$ cat config.mk
export PLATFORM = sky130hd
export DESIGN_NAME = qdec_ctx_arb
export DESIGN_NICKNAME = d
export VERILOG_FILES = /design/src/rtl/qdec_cabac_package.sv /design/src/rtl/qdec_ctx_arb_pick.sv /design/src/rtl/qdec_ctx_arb.sv
export SDC_FILE = /design/constraint.sdc
export NUM_CORES = 1
export LEC_CHECK = 0
export BUFFER_PORTS_ARGS = -buffer_cell sky130_fd_sc_hd__buf_2
export CELL_PAD_IN_SITES_DETAIL_PLACEMENT = 0
export CELL_PAD_IN_SITES_GLOBAL_PLACEMENT = 1
export CORE_MARGIN = 3
export CORE_UTILIZATION = 34
export CTS_BUF_LIST = sky130_fd_sc_hd__clkbuf_4
export CTS_CLUSTER_DIAMETER = 150
export CTS_CLUSTER_SIZE = 25
export DETAILED_ROUTE_END_ITERATION = 8
export PLACE_DENSITY_LB_ADDON = 0.1
export SYNTH_ARGS = -nofsm -noshare
export SYNTH_HDL_FRONTEND = slang
export SYNTH_HIERARCHICAL = 1
export SYNTH_SLANG_ARGS = --single-unit
$ cat constraint.sdc
create_clock -name clk -period 5 [get_ports clk]
set_input_delay 1.5 -clock clk [delete_from_list [all_inputs] [get_ports clk]]
set_output_delay 1.5 -clock clk [all_outputs]
set_load 0.01 [all_outputs]
$ cat src/rtl/qdec_cabac_package.sv
// Shared types and constants for the CABAC context path.
// Holds the context-arbiter state encoding and the requester index map.
package qdec_cabac_package;

  typedef enum logic [2:0] {
    IDLE,
    RD_ISSUE,
    RD_WAIT,
    RD_OUT,
    UPD_WAIT
  } t_state_ctx_arb;

  localparam int CTX_ADDR_W   = 10;
  localparam int CTX_DATA_W   = 8;
  localparam int CTX_REQ_INIT = 0;
  localparam int CTX_REQ_SAO  = 1;
  localparam int CTX_REQ_CQT  = 2;
  localparam int CTX_ID_W     = 2;

endpackage

$ cat src/rtl/qdec_ctx_arb_pick.sv
// Combinational grant picker for the context-memory arbiter.
// QDEC_CTX_ARB_RR_EN selects round-robin among requesters 1..NUM_REQ-1; otherwise lowest index wins.
module qdec_ctx_arb_pick
  import qdec_cabac_package::*;
#(
  parameter int NUM_REQ = 3
) (
  input  logic                clk,
  input  logic                rst,
  input  logic                en,
  input  logic [NUM_REQ-1:0]  req_vld,
  output logic [NUM_REQ-1:0]  gnt,
  output logic                gnt_any,
  output logic [CTX_ID_W-1:0] gnt_idx,
  output logic [CTX_ID_W-1:0] last_idx
);

  // Last granted non-init requester: the RR pointer and the owner id of a pending read.
  logic [CTX_ID_W-1:0] last_q, last_d;
  logic [CTX_ID_W-1:0] cand;

  always_comb begin
    gnt     = '0;
    gnt_any = 1'b0;
    gnt_idx = '0;
    cand    = '0;
    if (en) begin
      if (req_vld[CTX_REQ_INIT]) begin
        gnt_any = 1'b1;
        gnt_idx = CTX_ID_W'(CTX_REQ_INIT);
      end else begin
        for (int k = 1; k < NUM_REQ; k++) begin
`ifdef QDEC_CTX_ARB_RR_EN
          cand = CTX_ID_W'(((int'(last_q) - 1 + k) % (NUM_REQ - 1)) + 1);
`else
          cand = CTX_ID_W'(k);
`endif
          if (!gnt_any && req_vld[cand]) begin
            gnt_any = 1'b1;
            gnt_idx = cand;
          end
        end
      end
    end
    if (gnt_any) gnt[gnt_idx] = 1'b1;
  end

  always_comb begin
    last_d = last_q;
    if (gnt_any && (gnt_idx != CTX_ID_W'(CTX_REQ_INIT))) last_d = gnt_idx;
  end

  always_ff @(posedge clk) begin
    if (rst) last_q <= CTX_ID_W'(NUM_REQ - 1);
    else     last_q <= last_d;
  end

  assign last_idx = last_q;

endmodule

$ cat src/rtl/qdec_ctx_arb.sv
// Single-port CABAC context memory arbiter: serializes read -> decode -> write-back per context.
// Grant policy is chosen in qdec_ctx_arb_pick via QDEC_CTX_ARB_RR_EN.
module qdec_ctx_arb
  import qdec_cabac_package::*;
#(
  parameter int NUM_REQ = 3,
  parameter int ADDR_W  = CTX_ADDR_W,
  parameter int DATA_W  = CTX_DATA_W
) (
  input  logic                      clk,
  input  logic                      rst,
  input  logic                      flush,
  input  logic [NUM_REQ-1:0]        req_vld,
  input  logic [NUM_REQ-1:0]        req_we,
  input  logic [NUM_REQ*ADDR_W-1:0] req_addr,
  input  logic [NUM_REQ*DATA_W-1:0] req_wdata,
  output logic [NUM_REQ-1:0]        req_rdy,
  output logic [DATA_W-1:0]         rd_data,
  output logic [1:0]                rd_id,
  output logic                      rd_vld,
  input  logic                      rd_rdy,
  input  logic [DATA_W-1:0]         upd_data,
  input  logic                      upd_vld,
  output logic                      upd_rdy,
  output logic [ADDR_W-1:0]         ctx_addr,
  output logic [DATA_W-1:0]         ctx_wdata,
  output logic                      ctx_we,
  output logic                      ctx_en,
  input  logic [DATA_W-1:0]         ctx_rdata,
  output logic                      busy,
  output logic                      err_pulse
);

  t_state_ctx_arb      state_q, state_d;
  logic [ADDR_W-1:0]   lat_addr_q, lat_addr_d, ctx_addr_q, ctx_addr_d;
  logic [DATA_W-1:0]   ctx_wdata_q, ctx_wdata_d, rd_data_q, rd_data_d;
  logic                ctx_we_q, ctx_we_d, ctx_en_q, ctx_en_d;
  logic                rd_vld_q, rd_vld_d, upd_rdy_q, upd_rdy_d;
  logic                busy_q, busy_d, err_q, err_d;
  logic [CTX_ID_W-1:0] rd_id_q, rd_id_d;

  logic                pick_en, gnt_any, gnt_is_wr;
  logic [CTX_ID_W-1:0] gnt_idx, last_idx;
  logic [ADDR_W-1:0]   addr_arr  [NUM_REQ];
  logic [DATA_W-1:0]   wdata_arr [NUM_REQ];

  for (genvar gi = 0; gi < NUM_REQ; gi++) begin : g_unpack
    assign addr_arr[gi]  = req_addr[gi*ADDR_W +: ADDR_W];
    assign wdata_arr[gi] = req_wdata[gi*DATA_W +: DATA_W];
  end

  assign pick_en = (state_q == IDLE) && !rst && !flush;

  qdec_ctx_arb_pick #(.NUM_REQ(NUM_REQ)) u_pick (
    .clk      (clk),
    .rst      (rst),
    .en       (pick_en),
    .req_vld  (req_vld),
    .gnt      (req_rdy),
    .gnt_any  (gnt_any),
    .gnt_idx  (gnt_idx),
    .last_idx (last_idx)
  );

  // Init is write-only, so its req_we is ignored.
  assign gnt_is_wr = (gnt_idx == CTX_ID_W'(CTX_REQ_INIT)) || req_we[gnt_idx];

  always_comb begin
    state_d     = state_q;
    lat_addr_d  = lat_addr_q;
    ctx_addr_d  = ctx_addr_q;
    ctx_wdata_d = ctx_wdata_q;
    ctx_we_d    = 1'b0;
    ctx_en_d    = 1'b0;
    rd_vld_d    = rd_vld_q;
    rd_data_d   = rd_data_q;
    rd_id_d     = rd_id_q;
    err_d       = upd_vld && (state_q != UPD_WAIT);
    case (state_q)
      IDLE: begin
        if (gnt_any) begin
          ctx_en_d   = 1'b1;
          ctx_addr_d = addr_arr[gnt_idx];
          if (gnt_is_wr) begin
            ctx_we_d    = 1'b1;
            ctx_wdata_d = wdata_arr[gnt_idx];
          end else begin
            lat_addr_d = addr_arr[gnt_idx];
            state_d    = RD_ISSUE;
          end
        end
      end
      RD_ISSUE: state_d = RD_WAIT;
      RD_WAIT: begin
        rd_data_d = ctx_rdata;
        rd_id_d   = last_idx;
        rd_vld_d  = 1'b1;
        state_d   = RD_OUT;
      end
      RD_OUT: begin
        if (rd_rdy) begin
          rd_vld_d = 1'b0;
          state_d  = UPD_WAIT;
        end
      end
      UPD_WAIT: begin
        if (upd_vld) begin
          ctx_en_d    = 1'b1;
          ctx_we_d    = 1'b1;
          ctx_addr_d  = lat_addr_q;
          ctx_wdata_d = upd_data;
          state_d     = IDLE;
        end
      end
      default: state_d = IDLE;
    endcase
    // The RAM write issued last cycle has already been presented, so clearing here cannot cut it short.
    if (flush) begin
      state_d     = IDLE;
      lat_addr_d  = '0;
      ctx_addr_d  = '0;
      ctx_wdata_d = '0;
      ctx_we_d    = 1'b0;
      ctx_en_d    = 1'b0;
      rd_vld_d    = 1'b0;
      rd_data_d   = '0;
      rd_id_d     = '0;
      err_d       = 1'b0;
    end
    upd_rdy_d = (state_d == UPD_WAIT);
    busy_d    = (state_d != IDLE);
  end

  always_ff @(posedge clk) begin
    if (rst) begin
      state_q     <= IDLE;
      lat_addr_q  <= '0;
      ctx_addr_q  <= '0;
      ctx_wdata_q <= '0;
      ctx_we_q    <= 1'b0;
      ctx_en_q    <= 1'b0;
      rd_vld_q    <= 1'b0;
      rd_data_q   <= '0;
      rd_id_q     <= '0;
      upd_rdy_q   <= 1'b0;
      busy_q      <= 1'b0;
      err_q       <= 1'b0;
    end else begin
      state_q     <= state_d;
      lat_addr_q  <= lat_addr_d;
      ctx_addr_q  <= ctx_addr_d;
      ctx_wdata_q <= ctx_wdata_d;
      ctx_we_q    <= ctx_we_d;
      ctx_en_q    <= ctx_en_d;
      rd_vld_q    <= rd_vld_d;
      rd_data_q   <= rd_data_d;
      rd_id_q     <= rd_id_d;
      upd_rdy_q   <= upd_rdy_d;
      busy_q      <= busy_d;
      err_q       <= err_d;
    end
  end

  assign ctx_addr  = ctx_addr_q;
  assign ctx_wdata = ctx_wdata_q;
  assign ctx_we    = ctx_we_q;
  assign ctx_en    = ctx_en_q;
  assign rd_vld    = rd_vld_q;
  assign rd_data   = rd_data_q;
  assign rd_id     = rd_id_q;
  assign upd_rdy   = upd_rdy_q;
  assign busy      = busy_q;
  assign err_pulse = err_q;

endmodule

==> flow_metrics.py <==
metrics = {
    "power_and_ir_drop": {
        "vdd_drop_max_mv": 0.0822,
        "internal_power_uw": 501,
        "power_leakage_nw": 1.40,
        "combPwrFrac_pct": 14.6,
        "switching_share_pct": 26.4,
        "clkPwrFrac_pct": 26.9,
        "p_sw_uw": 180,
        "p_per_area_nw_per_um2": 219,
        "power_frac_seq_pct": 58.5,
    },
    "floorplan": {
        "die_height_um": 90.8,
        "ioPinCount": 118,
        "die_w_um": 90.8,
        "core_um2": 6870,
        "start_util_pct": 35.6,
        "placementRows": 30,
        "dieArea_um2": 8240,
    },
    "clock_tree": {
        "clock_latency_ns": 0.36,
        "clock_path_buffers": 2,
        "cts_root_buf": "clkbuf_4",
        "htree_num_levels": 2,
        "numCtsBuffers": 5,
        "post_cts_resized": 0,
        "cts_setup_buffers": 0,
        "cts_sinks": 49,
        "hold_buffers": 0,
        "tritoncts": "done",
        "clkSlewWorstSetupHoldPaths_ns": 0.14,
    },
    "place": {
        "gp_congestion": 0.749,
        "io_buffer_count": 116,
        "hpwlAfterDp_um": 4500,
        "placed_area_um2": 3050,
    },
    "routing": {
        "firstDrtPassIters": 4,
        "avgRoutedWirePerCell_um": 14.0,
        "drcViolationCount": 0,
        "drtAntennaViolNets": 0,
        "first_iter_violations": 66,
        "wirelength_um": 6480,
        "viasPerCell": 4.89,
        "vias": 2260,
    },
    "logic_synthesis": {
        "synth_nets": 342,
        "syn_area_um2": 2440,
        "ys_warn_count": 6,
        "synth_cell_types": 38,
        "synthCells": 261,
        "ys_seq_elements": 49,
        "synth_edf_count": 0,
        "synth-async-reset-ratio_pct": 0,
        "synth_ff_type": "dfxtp_1",
        "ys_seq_area_share_pct": 40.2,
        "syn_area_per_cell_um2": 9.36,
    },
    "layout": {
        "final_area_um2": 3100,
        "layout-drive-gt1-share_pct": 37.2,
        "final_common_cell": "buf_2",
        "n_antenna_cell": 0,
        "area_delta_synth_final_pct": 27.0,
        "final_cell_mix": "buf_2, dfxtp_1, mux2i_1",
        "layout.nets": 446,
    },
    "worst_setup_path": {
        "r2r_slack_ns": 1.65,
        "crit_fanout": 6,
        "required_ns": 3.50,
        "r2r-start": "state_q[0]$_SDFF_PP0_",
        "endpoint_kind": "primary output",
        "path_class": "input port to primary output",
        "timing.rr.end": "ctx_wdata[0]$_SDFFE_PP0P_",
        "worstSetupStartpointType": "input port",
        "cp_data_arrival_time_ns": 2.83,
        "r2r_cells": 9,
    },
    "hold_path": {
        "hold_path_class": "register to register",
        "min_to": "ctx_wdata[2]$_SDFFE_PP0P_",
        "min_from": "ctx_wdata[2]$_SDFFE_PP0P_",
        "holdPathStages": 2,
    },
    "run": {
        "drv_cap": 0,
    },
    "timing": {
        "grt_setup_unrepaired": "false",
        "slew_violations": 0,
        "fin_crit_sh_pct": 86.6,
        "fin_setup_tns_ns": 0,
        "tightest_slew_ns": 1.13,
        "skew_ns": 0.00764,
        "period_minus_slack_ns": 4.33,
        "setup_viol": 0,
        "relSlewSlack_pct": 24.4,
        "clock.fmax_ghz": 0.231,
        "hold_viol_final": 0,
    },
    "global_routing": {
        "antenna_found_initial": 0,
        "track_usage_pct": 15.9,
        "overflow": 0,
        "grt_max_degree": 38,
        "grt_pass1_wl_um": 10700,
        "grt_pass1_vias": 2160,
    },
    "run_status": {
        "status": "completed",
    },
}
-- worst max path at each step --
stage / start / to / slack (ns) / depth (start not counted)
floorplan: flush / req_rdy[2] / 0.61 / 6
global placement: rst / ctx_wdata[5]$_SDFFE_PP0P_ / 0.58 / 10
detailed placement: rst / ctx_wdata[0]$_SDFFE_PP0P_ / 0.56 / 10
CTS: rst / req_rdy[2] / 0.67 / 6
global route: rst / req_rdy[2] / 0.52 / 6
finish: rst / req_rdy[2] / 0.67 / 6
-- cell families after synthesis --
group	after synthesis	synth area share, %
compound gates	84	24.8
buf+inv	26	6.35
flops	49	40.2
mux	36	14.8
simple gates	66	13.9
-- layout make-up --
class | instances | area (µm²)
Clock buffer | 5 | 37.5
Inverter | 1 | 3.75
Tap cell | 96 | 120
Sequential cell | 49 | 981
Clock inverter | 3 | 16.3
Fill cell | 713 | 3770
Timing Repair Buffer | 122 | 626
Multi-Input combinational cell | 186 | 1320
-- registers in the layout (all words and copies together), names as in the netlist --
signal           count
state_q              3
ctx_wdata            8
ctx_we               1
err_pulse            1
rd_vld               1
rd_data              8
ctx_en               1
ctx_addr            10
busy                 1
u_pick/last_idx      2
upd_rdy              1
lat_addr_q          10
rd_id                2
-- power by group through the flow --
stage | registers [mW] | logic (mW) | clock network [mW]
final | 0.398 | 0.0990 | 0.183
after global routing | 0.399 | 0.111 | 0.212
after CTS | 0.398 | 0.100 | 0.196
after detailed placement | 0.406 | 0.0999 | 0
after global placement | 0.406 | 0.0992 | 0
after floorplan | 0.408 | 0.0523 | 0
-- critical path, stage by stage --
cell	delay, ns
buf_2	0.12
or2_1	0.22
nor3_1	0.43
and3b_1	0.29
nor2b_1	0.14
buf_2	0.14
-- routing by layer --
layer | wire (µm) | vias to the layer above | GRT usage (%)
li1 | - | 1165 | -
met4 | 68 | 0 | 4.59
met2 | 2830 | 83 | 24.7
met1 | 3070 | 1007 | 21.7
met3 | 517 | 5 | 4.00
met5 | 0 | - | 0
-- Yosys cell counts (all sizes together), types with 2 or more instances --
cell type,count,area share (%)
a21oi,22,4.5
clkbuf,8,1.2
and3b,3,1.2
a2bb2oi,17,6.1
a22o,11,3.9
buf,17,5.0
nand3,3,0.61
a21o,7,2.2
nor2,28,4.6
nand2,14,2.2
nand2b,4,1.3
o21ai,9,1.8
mux2i,36,15
or2,2,0.51
o31a,3,1.1
dfxtp,49,40
nor2b,3,0.77
a311oi,10,3.6
nor3,3,0.82
-- metrics by stage --
| step | setup slack [ns] | instances | hold WS [ns] | util, % | total power [mW] |
|---|---|---|---|---|---|
| floorplan | 0.611 | 261 | 0.448 | - | 0.461 |
| global placement | 0.577 | 454 | 0.444 | 44.4 | 0.506 |
| detailed placement | 0.561 | 454 | 0.450 | 44.4 | 0.506 |
| CTS | 0.670 | 462 | 0.469 | 45.2 | 0.694 |
| global route | 0.518 | 462 | 0.490 | 45.2 | 0.722 |
| finish | 0.668 | 462 | 0.463 | 45.2 | 0.680 |
(Power assumes the default switching activity.)
